$ cat src/rtl/mem_io_responder.sv
// Data-side bus responder: turns MEM stage MREQ/IORQ requests into SRAM or I/O
// port cycles with per-target wait states, and stalls the MEM latch via D_wait.
//
// state  | meaning
// -------+----------------------------------------------------------------
// IDLE   | no access in flight; a request latches address/data/kind/dir
// ACCESS | bus cycle active; counts down wait states, final cycle strobes
// DONE   | access complete, D_wait low so the MEM latch captures; -> IDLE
module mem_io_responder #(
  parameter int unsigned MEM_WAIT = 1,
  parameter int unsigned IO_WAIT  = 2
) (
  input  logic        CLK,
  input  logic        RST,
  input  logic [15:0] D_addr,
  input  logic [7:0]  D_data_out,
  input  logic        IORQ,
  input  logic        MREQ,
  input  logic        RD,
  input  logic        WR,
  output logic [7:0]  D_data_in,
  output logic        D_wait,
  output logic [15:0] sram_addr,
  output logic [7:0]  sram_dout,
  input  logic [7:0]  sram_din,
  output logic        sram_ce_n,
  output logic        sram_oe_n,
  output logic        sram_we_n,
  output logic [7:0]  io_addr,
  output logic [7:0]  io_wdata,
  output logic        io_rd,
  output logic        io_wr,
  input  logic [7:0]  io_rdata,
  output logic        bus_err
);

  localparam logic [3:0] MEM_CNT = 4'(MEM_WAIT);
  localparam logic [3:0] IO_CNT  = 4'(IO_WAIT);

  typedef enum logic [1:0] {
    ST_IDLE   = 2'd0,
    ST_ACCESS = 2'd1,
    ST_DONE   = 2'd2
  } state_t;

  state_t     state, state_nxt;
  logic [3:0] cnt, cnt_nxt;
  logic       is_io, is_wr;
  logic       req;
  logic       start;
  logic       active;
  logic       last;

  assign req    = IORQ | MREQ;
  assign active = (state == ST_ACCESS) && req;
  assign last   = active && (cnt == 4'd0);

  always_ff @(posedge CLK or negedge RST) begin
    if (!RST) begin
      state <= ST_IDLE;
      cnt   <= 4'd0;
    end else begin
      state <= state_nxt;
      cnt   <= cnt_nxt;
    end
  end

  always_comb begin
    state_nxt = state;
    cnt_nxt   = cnt;
    start     = 1'b0;
    case (state)
      ST_IDLE: begin
        if (req) begin
          start     = 1'b1;
          cnt_nxt   = IORQ ? IO_CNT : MEM_CNT;
          state_nxt = ST_ACCESS;
        end
      end
      ST_ACCESS: begin
        // A dropped request is a pipeline flush: abandon without strobing.
        if (!req) begin
          cnt_nxt   = 4'd0;
          state_nxt = ST_IDLE;
        end else if (cnt == 4'd0) begin
          state_nxt = ST_DONE;
        end else begin
          cnt_nxt = cnt - 4'd1;
        end
      end
      ST_DONE: begin
        state_nxt = ST_IDLE;
      end
      default: begin
        cnt_nxt   = 4'd0;
        state_nxt = ST_IDLE;
      end
    endcase
  end

  // Request attributes are latched once; later input changes are ignored.
  always_ff @(posedge CLK or negedge RST) begin
    if (!RST) begin
      sram_addr <= 16'h0000;
      sram_dout <= 8'h00;
      io_addr   <= 8'h00;
      io_wdata  <= 8'h00;
      is_io     <= 1'b0;
      is_wr     <= 1'b0;
      bus_err   <= 1'b0;
    end else if (start) begin
      sram_addr <= D_addr;
      sram_dout <= D_data_out;
      io_addr   <= D_addr[7:0];
      io_wdata  <= D_data_out;
      is_io     <= IORQ;
      is_wr     <= WR;
      bus_err   <= bus_err | (IORQ & MREQ) | (RD == WR);
    end
  end

  always_ff @(posedge CLK or negedge RST) begin
    if (!RST) begin
      D_data_in <= 8'h00;
    end else if (last && !is_wr) begin
      D_data_in <= is_io ? io_rdata : sram_din;
    end
  end

  // Strobes decode from state so an async reset releases them immediately.
  always_comb begin
    sram_ce_n = ~(active && !is_io);
    sram_oe_n = ~(active && !is_io && !is_wr);
    sram_we_n = ~(last && !is_io && is_wr);
    io_rd     = last && is_io && !is_wr;
    io_wr     = last && is_io && is_wr;
    D_wait    = RST && req && (state != ST_DONE);
  end

endmodule
$ cat config.mk
export PLATFORM = sky130hd
export DESIGN_NAME = mem_io_responder
export DESIGN_NICKNAME = d
export VERILOG_FILES = /design/src/rtl/mem_io_responder.sv
export SDC_FILE = /design/constraint.sdc
export NUM_CORES = 1
export LEC_CHECK = 0
export CAP_MARGIN = 25
export CORE_ASPECT_RATIO = 0.75
export CORE_MARGIN = 2
export CORE_UTILIZATION = 39
export CTS_BUF_LIST = sky130_fd_sc_hd__clkbuf_16
export CTS_CLUSTER_DIAMETER = 150
export DETAILED_ROUTE_END_ITERATION = 10
export GPL_TIMING_DRIVEN = 0
export PLACE_DENSITY_LB_ADDON = 0.1
export SYNTH_ARGS = -nofsm -noshare
export SYNTH_HDL_FRONTEND = slang
export SYNTH_SLANG_ARGS = --single-unit
$ cat constraint.sdc
create_clock -name CLK -period 2.09 [get_ports CLK]
set_input_delay 0.3135 -clock CLK [delete_from_list [all_inputs] [get_ports CLK]]
set_output_delay 0.3135 -clock CLK [all_outputs]
set_load 0.01 [all_outputs]
* Yosys cells after proc, flatten, opt, wreduce, memory -nomap -nowiden
Index checks and enable logic that the tools add are counted. Widths: inputs -> output; s select.
Word-level totals: bits in registers 49, output and inout port bits 55, logic and storage cells 55
Operators by class: add/sub/neg operators 1, equality and inequality tests 7, muxes and demuxes 12, bitwise operators 8, reduce and logical (&&, ||, !) cells 18
Operators by type and width (number):
- $logic_and 1x1->1 | 12
- $mux 4 | 3
- $pmux 4 s3 | 1
- $mux 2 | 4
- $mux 8 | 1
- $logic_not 4->1 | 1
- $ne 2x2->1 const B | 2
- $not 1->1 | 4
- $pmux 2 s2 | 1
- $sub 4x1->4 const B | 1
- $ne 3x2->1 const B | 1
- $ne 3x3->1 const B | 1
- $or 1x1->1 | 3
- $reduce_and 3->1 | 1
- $eq 2x1->1 const B | 1
- $eq 2x2->1 const B | 1
- $logic_not 1->1 | 2
- $logic_not 2->1 | 1
- $mux 1 | 2
- $reduce_and 2->1 | 1
- $and 1x1->1 | 1
- $eq 1x1->1 | 1

* Depth between registers and ports, before layout
depth after elaboration 6, gate-level depth with buffers 7

* Worst setup path after synthesis
No wires, ideal clock.
kind reg-to-output, from reg cnt[0], to out io_rd, arrival 1560 ps, data required time 1776 ps, slack 216 ps, cell stages (with the launch flop) 6, path through dfrtp_1 inv_1 ha_1 or3b_4 nor4_4 and2_2
Between the ends: longest elaborated chain between the ends 4
RTL lines:
- start: declaration | line 47 | logic [3:0] cnt, cnt_nxt;
- start signal: assignment | line 64 | cnt <= cnt_nxt;
- $logic_not 4->1 | line 56 | assign last = active && (cnt == 4'd0);
- $logic_and 1x1->1 | line 56
- $logic_and 1x1->1 (2 in a row) | line 135 | io_rd = last && is_io && !is_wr;
- end: declaration | line 31 | output logic io_rd,
Every way passes these cells.

* Worst setup path after layout
Ends and elaborated chain as after synthesis.

==> results.md <==
- First DRT Iteration DRCs: 35
- Final wirelength: 4.69 mm
- Final setup viols: 0
- WP data arrival: 1.77 ns
- Starting density of the core: 41.7%
- Tightest hold margin: -0.000701 ns
- Max Cap Viol: 0
- Critical-path top delay cell: or3b_4
- Post-Syn Nets: 201
- Final Hold Viols: 1
- GRT Residual Overflow: 0
- Dpl hpwl: 3.43 mm
- DR DRC count: 0
- Mapped Cells: 154
- Flops & latches, synth: 41
- Min Clock Period, post-route: 2.09 ns
- Clock Skew: 0.00897 ns
- Async set or reset register ratio after synthesis: 100%
- Register area share after synthesis: 53.9%
- CTS tree: yes
- Overall Global Routing Usage: 18.6%
- First-pass GRT wire length: 8.00 mm
- CTS Sinks: 41
- Clock root buffer: clkbuf_16
- Share of the synthesized area in the top cell type: 53.9%
- Die W: 84.7 um
- Yosys Warn Count: 0
- Num CTS Buffers: 5
- Full die area: 5460 um2
- Vias in the first global route: 1,647
- Clock-pin slew on the worst setup and hold paths: 0.06 ns
- Cell Area, Synth: 1900 um2
- Final Util: 70.2%
- IO Pins: 101
- Chip height: 64.5 um
- Routed Antenna Nets: 0
- Synth area leaders: dfrtp_1 54%, mux2_2 15%, buf_4 6.3%
- Worst-path cell chain: inv_2 -> ha_4 -> or3b_4 -> nor4_4 -> and2_4 -> buf_6
- Post-DP Area: 2980 um2
- CP Class: reg -> out
- DR vias/cell: 4.83
- Placed insts: 311
- Layout net count: 318
- RSZ-0062 raised after global routing: true
- Peak VDD IR: 0.797 mV
- H-tree depth: 2
- Number of synthesized flops with an enable pin: 0
- GP Congestion: 0.759
- Critical path launch point type: flip-flop
- Area growth from synthesis to layout: 68.5%
- Yosys cell types: 33
- Power Dens Cells: 1570 nW/um2
- Outcome: finished, violations left
- Rows: 21
- Setup WS post-layout: 0.00352 ns
- Syn Area/Cell: 12.4 um2
- Crit. End Element: output pin
- Pre-CTS setup slack: -0.590 ns
- Peak Freq: 479 MHz
- Ys flop type: dfrtp_1
- DR WL/cell: 14.3 um
- Initial antenna violation count: 0
- Buffers on Ports: 99
- WP data required: 1.78 ns
- First-pass DRT Iterations: 4
- Layout cells sized above 1: 30.3%
- Worst Max-Slew Pin Slew: 0.565 ns
- Violated checks: negative hold slack
- Slew margin rel.: 62.3%
- Worst stage delay on the critical path: 0.41 ns
- N_diodes: 0
- Synth top cells by count: 41 x dfrtp_1, 25 x mux2_2, 16 x buf_4, 13 x nor2_1, 8 x mux2i_1
- Core Area: 4570 um2
- Final-report max-slew violation count: 0
- Post-route cell area: 3210 um2
- Dominant cell type by area after synthesis: dfrtp_1
- Clock Latency Late Sink: 0.28 ns
- Largest net degree at the start of global routing: 39
- HP Class: in -> async
- Final Cycle Share: 99.8%
- Most common cell in the netlist: dfrtp_1
- Crit-path max FO: 3
- Max clock buf depth: 2
- Static Leakage: 1.39 nW
- Routed vias: 1,585
- Layout Cells excl Fill: 328
-- logic make-up after synthesis --
logic type                 count (synthesis)  synth area share [%]
AOI/OAI and AO/OA                         25                  9.13
DFF                                       41                  53.9
and+or+nand+nor                           28                  8.21
adders and majority gates                  1                 0.657
buffers and inverters                     25                  8.67
xor gates and xnor gates                   1                 0.460
muxes                                     33                  19.0
-- worst paths after layout --
path | startpoint | end | slack [ns] | cells after the start
setup / recovery | cnt[0]$_DFFE_PN0P_ | io_rd | 0.004 | 6
hold / removal | RST | D_data_in[3]$_DFFE_PN0P_ | -0.0007 | 2
setup reg to reg | cnt[0]$_DFFE_PN0P_ | D_data_in[6]$_DFFE_PN0P_ | 0.21 | 9
hold reg to reg | bus_err$_DFFE_PN0P_ | bus_err$_DFFE_PN0P_ | 0.47 | 1
max in group asynchronous | RST | sram_addr[8]$_DFFE_PN0P_ | 1.49 | 2
min in group CLK | IORQ | is_io$_DFFE_PN0P_ | 0.40 | 2
-- critical path, delay by kind of cell (launching register included) --
family,cells,cell delay [ns]
and+or+nand+nor,3,0.79
DFF,1,0.40
buffers and inverters,2,0.18
adders and majority gates,1,0.13
-- metal layers --
layer	track usage, %	vias up	part of all wire (%)
met2	31.4	43	50
met5	0	-	0
met4	5.75	0	1.4
li1	-	755	-
met3	5.35	9	5.1
met1	23.4	778	43
-- area by class of cell --
| cell class | instances | area (um2) |
|---|---|---|
| repair buffers | 110 | 1070 |
| multi-input cells | 88 | 743 |
| clock inverters | 2 | 7.51 |
| clock buffers | 5 | 125 |
| plain buffers | 21 | 150 |
| fillers | 362 | 1360 |
| flip-flops and latches | 41 | 1030 |
| well taps | 57 | 71.3 |
| inverters | 4 | 15.0 |
-- per-stage QoR --
step                      setup TNS [ns]  power (mW)
after detailed placement           -2.65        4.18
after global placement            -20.64        4.13
after global routing             -0.0981        5.39
after CTS                         -0.202        5.05
after floorplan                        0        2.85
final                                  0        5.04
-- placed cells by master, fill, tap and decap left out, drive strengths merged, types with 2 or more instances in the layout --
cell and n:
nor2 13, o21ai 5, nand3b 2, nor4 2, clkdlybuf4s50 93, nand2 4
clkbuf 7, buf 34, inv 5, a21oi 9, dfrtp 41, mux2 25
mux2i 8, o21bai 2, a22o 4
-- repair_timing --
item                       CTS  global route
setup endpoints to repair    5             4
setup buffers                8             1
hold buffers                 1             0
resized for setup           19             8
hold endpoints to repair     4             0
pin swaps                    2             3
-- report_power, final --
part           total [mW]  switching, mW  internal, mW
registers            1.46          0.276          1.19
logic                2.88           1.10          1.78
clock network       0.700          0.273         0.426
total                5.04           1.65          3.39
-- flip-flops by register name, indices dropped and copies added (netlist names) --
name / count
sram_addr: 16
is_wr: 1
D_data_in: 8
io_wdata: 8
bus_err: 1
cnt: 4
is_io: 1
state: 2
Note: power is estimated with default switching activity, not from simulation.
==> edit 1 (config.mk and constraints unchanged) <==
The 3 states of `state_t` get a one-hot encoding in 3 bits.
--- a/src/rtl/mem_io_responder.sv
+++ b/src/rtl/mem_io_responder.sv
@@ -38,8 +38,8 @@
   localparam logic [3:0] IO_CNT  = 4'(IO_WAIT);
 
-  typedef enum logic [1:0] {
-    ST_IDLE   = 2'd0,
-    ST_ACCESS = 2'd1,
-    ST_DONE   = 2'd2
+  typedef enum logic [2:0] {
+    ST_IDLE   = 3'b001,
+    ST_ACCESS = 3'b010,
+    ST_DONE   = 3'b100
   } state_t;
 
Behaviour: same outputs for any inputs over 10 cycles, from zero or initial values and one cycle with RST low; not proved beyond that.
==> edit 1 against the unedited design <==
  * The flow finishes with violations (setup timing)
  * Power decreased by 1.0%
  * Die area increased by 5.8%
  * Setup slack got worse by 0.13 ns
  * Sequential cell count increased by 1
  * First-iteration DRC count increased to 2.5 times the old value
  * Design area increased by 6.5%
  * Sequential share of layout area decreased by 1.2 points
  * Wire length increased by 6.5%
  * Worst hold slack improved by 0.011 ns
  * Synthesized cell count increased by 0.65%
  * Synthesized area increased by 6.1%
  * Largest cell class unchanged
==> edit 1: results (changes against the unedited design) <==
* Most frequently used flop master after synthesis: sky130_fd_sc_hd__dfrtp_1
* Synth warnings: 0 (unchanged)
- The ratio of cells with drive above 1 in the final layout was 37.4% (+7.1 points).
- The number of I/O port buffers came to 99 (unchanged).
- Measured slew at the worst slew-check pin: 0.524 ns (-0.0414 ns)
* Post-synthesis cell type count: 35 (+6.1%)
- DR pass1 iterations: 4 (unchanged)
- Share of synthesized flip-flops with an asynchronous set or reset: 100% (unchanged)
* TritonCTS Buffers: 5 (unchanged)
- The largest registers in the layout are sram_addr (16), D_data_in (8), io_wdata (8).
- The parity-gate share of the synthesized area counting xor and xnor cells is 0.433% (-0.026 points).
- The run finished, with violations left.
- The min-delay analysis places its worst path in the category in -> async.
- Weighted congestion reported at the end of routability-driven placement: 0.857 (+13%)
* Maximum number of pins on one net before global-route repair: 41 (+5.1%)
* Biggest fanout along the worst timing path: 3 (unchanged)
* Share of cell area taken by muxes after synthesis: 24.3% (+5.3 points)
- The final routed wirelength across all metal layers is 4990 um (+6.5%).
- Total GRT Usage: 18.1% (-0.57 points)
- The count of H-tree levels built during CTS is 2 (unchanged).
- The number of antenna violations at the first check in global routing is 0 (unchanged).
- Violations in the final reports: setup timing
- Antenna diode instance count: 0 (unchanged)
- Vias in the first global route: 1603 (-2.7%)
- Synth Area in Compound Gates: 5.57% (-3.6 points)
* CP Data Arrival Time: 1.90 ns (+0.13 ns)
- Share of the yosys chip area belonging to registers: 52.1% (-1.8 points)
- Minimum period implied by the final worst setup slack: 2.21 ns (+0.127 ns)
* HPWL after detailed placement: 3430 um (about the same)
- The clock latency on the worst-skew pair came to 0.28 ns (about the same).
- The worst clock skew on the final layout came to 0.00430 ns (-0.00467 ns).
- Count of routing violations after the opening detailed-route iteration: 88 (+150%)
- The clock transition at the register clock pins on the worst setup and hold paths after CTS came to 0.06 ns (about the same).
* Leading post-synthesis cells by cell area: sky130_fd_sc_hd__dfrtp_1, sky130_fd_sc_hd__mux2_2, sky130_fd_sc_hd__buf_4
- Number of slew-limit violations in the final report: 0 (unchanged)
- Number of fill cells: 398 (+9.9%)
* Leakage power: 1.48 nW (+6.2%)
- The number of failing setup endpoints in the final timing report was 11 (+11).
- Synth Area in Adders: 0.619% (-0.038 points)
* Count of vias placed by the detailed router: 1651 (+4.2%)
- After synthesis, the most frequently instantiated cells are sky130_fd_sc_hd__dfrtp_1, sky130_fd_sc_hd__mux2_2, sky130_fd_sc_hd__buf_4.
- Syn Nets: 202 (+0.50%)
- Deepest clock path buffer count: 2 (unchanged)
- The worst ir drop on vdd was 720 uV (-9.7%).
* Worst setup slack after layout: -0.124 ns (-0.127 ns)
- The global-route wire length before repair came to 7950 um (-0.70%).
- In this run the clock root is driven by a sky130_fd_sc_hd__clkbuf_16.
- On the critical path, the stage with the largest delay is an instance of sky130_fd_sc_hd__dfrtp_1.
- Fin nets: 327 (+2.8%)
## edit 1: cell types whose count changed after synthesis, sizes merged, moves of 2 or more
cell	unedited run	this run
nor2	13	4
o21ai	5	7
a21oi	9	3
nor3	1	3
a22o	4	1
nand2b	0	4
mux2i	8	0
o41ai	0	2
mux2	25	41
## edit 1: what timing repair did
action,CTS,global route
endpoints found under the setup margin,13,15
setup buffers,16,3
resized for setup,25,8
hold buffers,1,0
endpoints found under the hold margin,3,0
pin swaps,3,2
## edit 1: power by group
group / total (mW) / internal [mW] / switching, mW / leakage, nW
clock: 0.718 / 0.431 / 0.287 / 0.0724
sequential: 1.47 / 1.21 / 0.260 / 0.500
combinational: 2.81 / 1.82 / 0.991 / 0.906
total: 4.99 / 3.45 / 1.54 / 1.48
## edit 1: cell families after synthesis
logic type | count (synthesis)
flops | 42
mux | 41
simple gates | 27
buf+inv | 26
compound gates | 17
xor+xnor | 1
fa+ha+maj | 1
## edit 1: final timing paths
kind | start | to | slack [ns] | depth (start not counted)
max | cnt[0]$_DFFE_PN0P_ | io_wr | -0.12 | 7
min | RST | cnt[1]$_DFFE_PN0P_ | 0.01 | 2
max reg2reg | cnt[0]$_DFFE_PN0P_ | D_data_in[0]$_DFFE_PN0P_ | -0.10 | 9
min reg2reg | bus_err$_DFFE_PN0P_ | bus_err$_DFFE_PN0P_ | 0.49 | 1
max in group asynchronous | RST | sram_addr[9]$_DFFE_PN0P_ | 1.51 | 2
min in group CLK | IORQ | is_io$_DFFE_PN0P_ | 0.45 | 2
## edit 1: area by class of cell
class | count | area [um^2] | area share [%]
timing repair buffer | 118 | 1130 | 33.1
buffer | 23 | 170 | 4.98
multi-input combinational | 87 | 837 | 24.5
sequential | 42 | 1050 | 30.8
tap | 60 | 75.1 | 2.20
inverter | 3 | 11.3 | 0.330
clock inverter | 3 | 12.5 | 0.366
clock buffer | 5 | 125 | 3.66
## edit 1: per-layer routing
| metal | GRT usage, % | routed length, um |
|---|---|---|
| met4 | 6.54 | 45 |
| met1 | 25.5 | 2350 |
| met5 | 0 | 0 |
| met2 | 25.9 | 2230 |
| met3 | 5.87 | 367 |
## edit 1: metrics by stage
stage | setup WS [ns] | area (um^2) | setup TNS, ns | hold slack [ns] | instances
final | -0.124 | 3420 | -1.09 | 0.0103 | 341
after global routing | -0.221 | 3420 | -2.36 | 0.0360 | 341
after CTS | -0.227 | 3380 | -2.24 | 0.0215 | 339
after detailed placement | -0.626 | 3100 | -6.88 | 0.141 | 315
after global placement | -1.47 | 3090 | -24.92 | 0.462 | 314
after floorplan | 0.0768 | 2020 | 0 | 0.0179 | 155
## edit 1: critical path, delay by kind of cell (launching register included)
kind | cells | cell delay, ns
adders and majority gates | 1 | 0.16
buffers and inverters | 3 | 0.33
DFF | 1 | 0.40
and+or+nand+nor | 3 | 0.74
==> edit 2 (same flow settings) <==
Made on the original files. Reset style: synchronous (`RST`), changed in 3 clocked blocks. Comments in the files are not updated.
--- a/src/rtl/mem_io_responder.sv
+++ b/src/rtl/mem_io_responder.sv
@@ -56,5 +56,5 @@
   assign last   = active && (cnt == 4'd0);
 
-  always_ff @(posedge CLK or negedge RST) begin
+  always_ff @(posedge CLK) begin
     if (!RST) begin
       state <= ST_IDLE;
@@ -100,5 +100,5 @@
 
   // Request attributes are latched once; later input changes are ignored.
-  always_ff @(posedge CLK or negedge RST) begin
+  always_ff @(posedge CLK) begin
     if (!RST) begin
       sram_addr <= 16'h0000;
@@ -120,5 +120,5 @@
   end
 
-  always_ff @(posedge CLK or negedge RST) begin
+  always_ff @(posedge CLK) begin
     if (!RST) begin
       D_data_in <= 8'h00;
Check against the original RTL: differs if RST is asserted again (counterexample within 4 cycles, from zero or initial values and one cycle with RST low); with RST held inactive, the same outputs for 10 cycles.
==> edit 2 against the unedited design <==
  * The run ends with setup timing left
  * Via count up 19%
  * Design area rose by 0.55%
  * Setup slack worse by 0.060 ns
  * Highest routed layer unchanged
  * Wire length rose by 7.9%
  * Worst hold slack better by 0.41 ns
  * Sequential share of layout area fell by 6.5 points
  * Die area is 1.8% higher
  * Synthesized cell count rose by 45%
  * Largest cell class unchanged
  * Synthesized area up 1.9%
  * Sequential cell count is the same
  * Utilization fell by 3.6 points
Power is not compared: it rests on default switching activity, and its combinational part moved more than twofold at a synthesized area within 25%.
==> edit 2: results (changes against the unedited design) <==
- Weighted congestion reported at the end of routability-driven placement: 0.858 (+13%)
* Run status: complete, but fails checks
- The sum of met2 wire segment lengths after detailed routing came to 2180 um (-7.2%).
- Clock network area share: 4.11% (-0.022 points)
- The number of inserted filler cells in the final layout came to 421 (+16%).
- Leading post-synthesis cells by cell area: sky130_fd_sc_hd__dfxtp_1, sky130_fd_sc_hd__nand2_1, sky130_fd_sc_hd__a21boi_0
- The multi-input logic cell count is 148 (+68%).
* Hold Slack: 0.411 ns (+0.412 ns)
- Final worst-path cycle share: 103% (+2.9 points)
* Final setup violation count: 2 (+2)
* Syn Nets: 270 (+34%)
- The number of distinct library cells after synthesis was 42 (+27%).
- Class of the tightest hold or removal check: in -> reg
* Vias in the first global route: 1749 (+6.2%)
* Vias per cell: 4.75 (-1.7%)
- Reg-to-reg critical path startpoint: cnt[0]$_SDFFE_PN0P_
- Non-clock buffer count in the final layout: 136 (+3.8%)
* Worst Reg2Reg Path Length in Cells: 8 (-1)
- Met2 track demand over resource in global routing: 29.4% (-2.0 points)
* Core ar.: 4840 um^2 (+6.0%)
* Final std cell area, no fill: 3230 um^2 (+0.55%)
- The final sum of negative setup slack was -0.0803 ns (-0.0803 ns).
- The part of the Yosys area used for sequential elements was 42.3% (-12 points).
- The minimum setup slack in the final design came to -0.0563 ns (-0.0598 ns).
- First-pass GRT wire length: 8190 um (+2.3%)
* Synth Area in XOR/XNOR: 0.903% (+0.44 points)
- CP Data Arrival Time: 1.83 ns (+0.06 ns)
* GR Layer Usage met1: 23.9% (+0.53 points)
- Most frequently used flop master after synthesis: sky130_fd_sc_hd__dfxtp_1
- Placed standard-cell area: 3000 um^2 (+0.50%)
- The wire length on met3 was 431 um (+81%).
- Count of routing violations after the opening detailed-route iteration: 105 (+200%)
- Multi-input combinational cell area: 936 um^2 (+26%)
- The async set-or-reset flop fraction in the synthesized netlist is 0% (-100 points).
* Proportion of layout cells with a drive suffix above 1: 17.8% (-12 points)
- The post-cts resize count came to 28 (+9).
- Violations in the final reports: setup timing
- Register share of the cell area: 25.5% (-6.5 points)
- Fin Clk Skew: 0.00314 ns (-0.00583 ns)
- The worst-margin pin slew was 0.461 ns (-0.105 ns).
* Number of port buffers: 98 (-1.0%)
- Total wire length after detailed routing: 5060 um (+7.9%)
-- edit 2: changes by cell type after synthesis, sizes merged, moves of 2 or more --
cell	delta
a21oi	-5
dfrtp	-41
mux2	-25
nand2	+59
o21ai	-2
clkbuf	+6
dfxtp	+41
nor3	+4
o211a	+8
a21boi	+25
nor2	-6
a22o	-4
-- edit 2: worst max path at each step --
stage,depth (start not counted),to,start,slack (ns)
after floorplan,6,io_rd,cnt[0]$_SDFFE_PN0P_,0.25
after global placement,6,io_wr,cnt[0]$_SDFFE_PN0P_,-0.40
after detailed placement,6,io_wr,cnt[0]$_SDFFE_PN0P_,-0.47
after CTS,7,io_wr,cnt[1]$_SDFFE_PN0P_,-0.06
after global routing,7,io_wr,cnt[1]$_SDFFE_PN0P_,-0.11
final,7,io_wr,cnt[0]$_SDFFE_PN0P_,-0.06
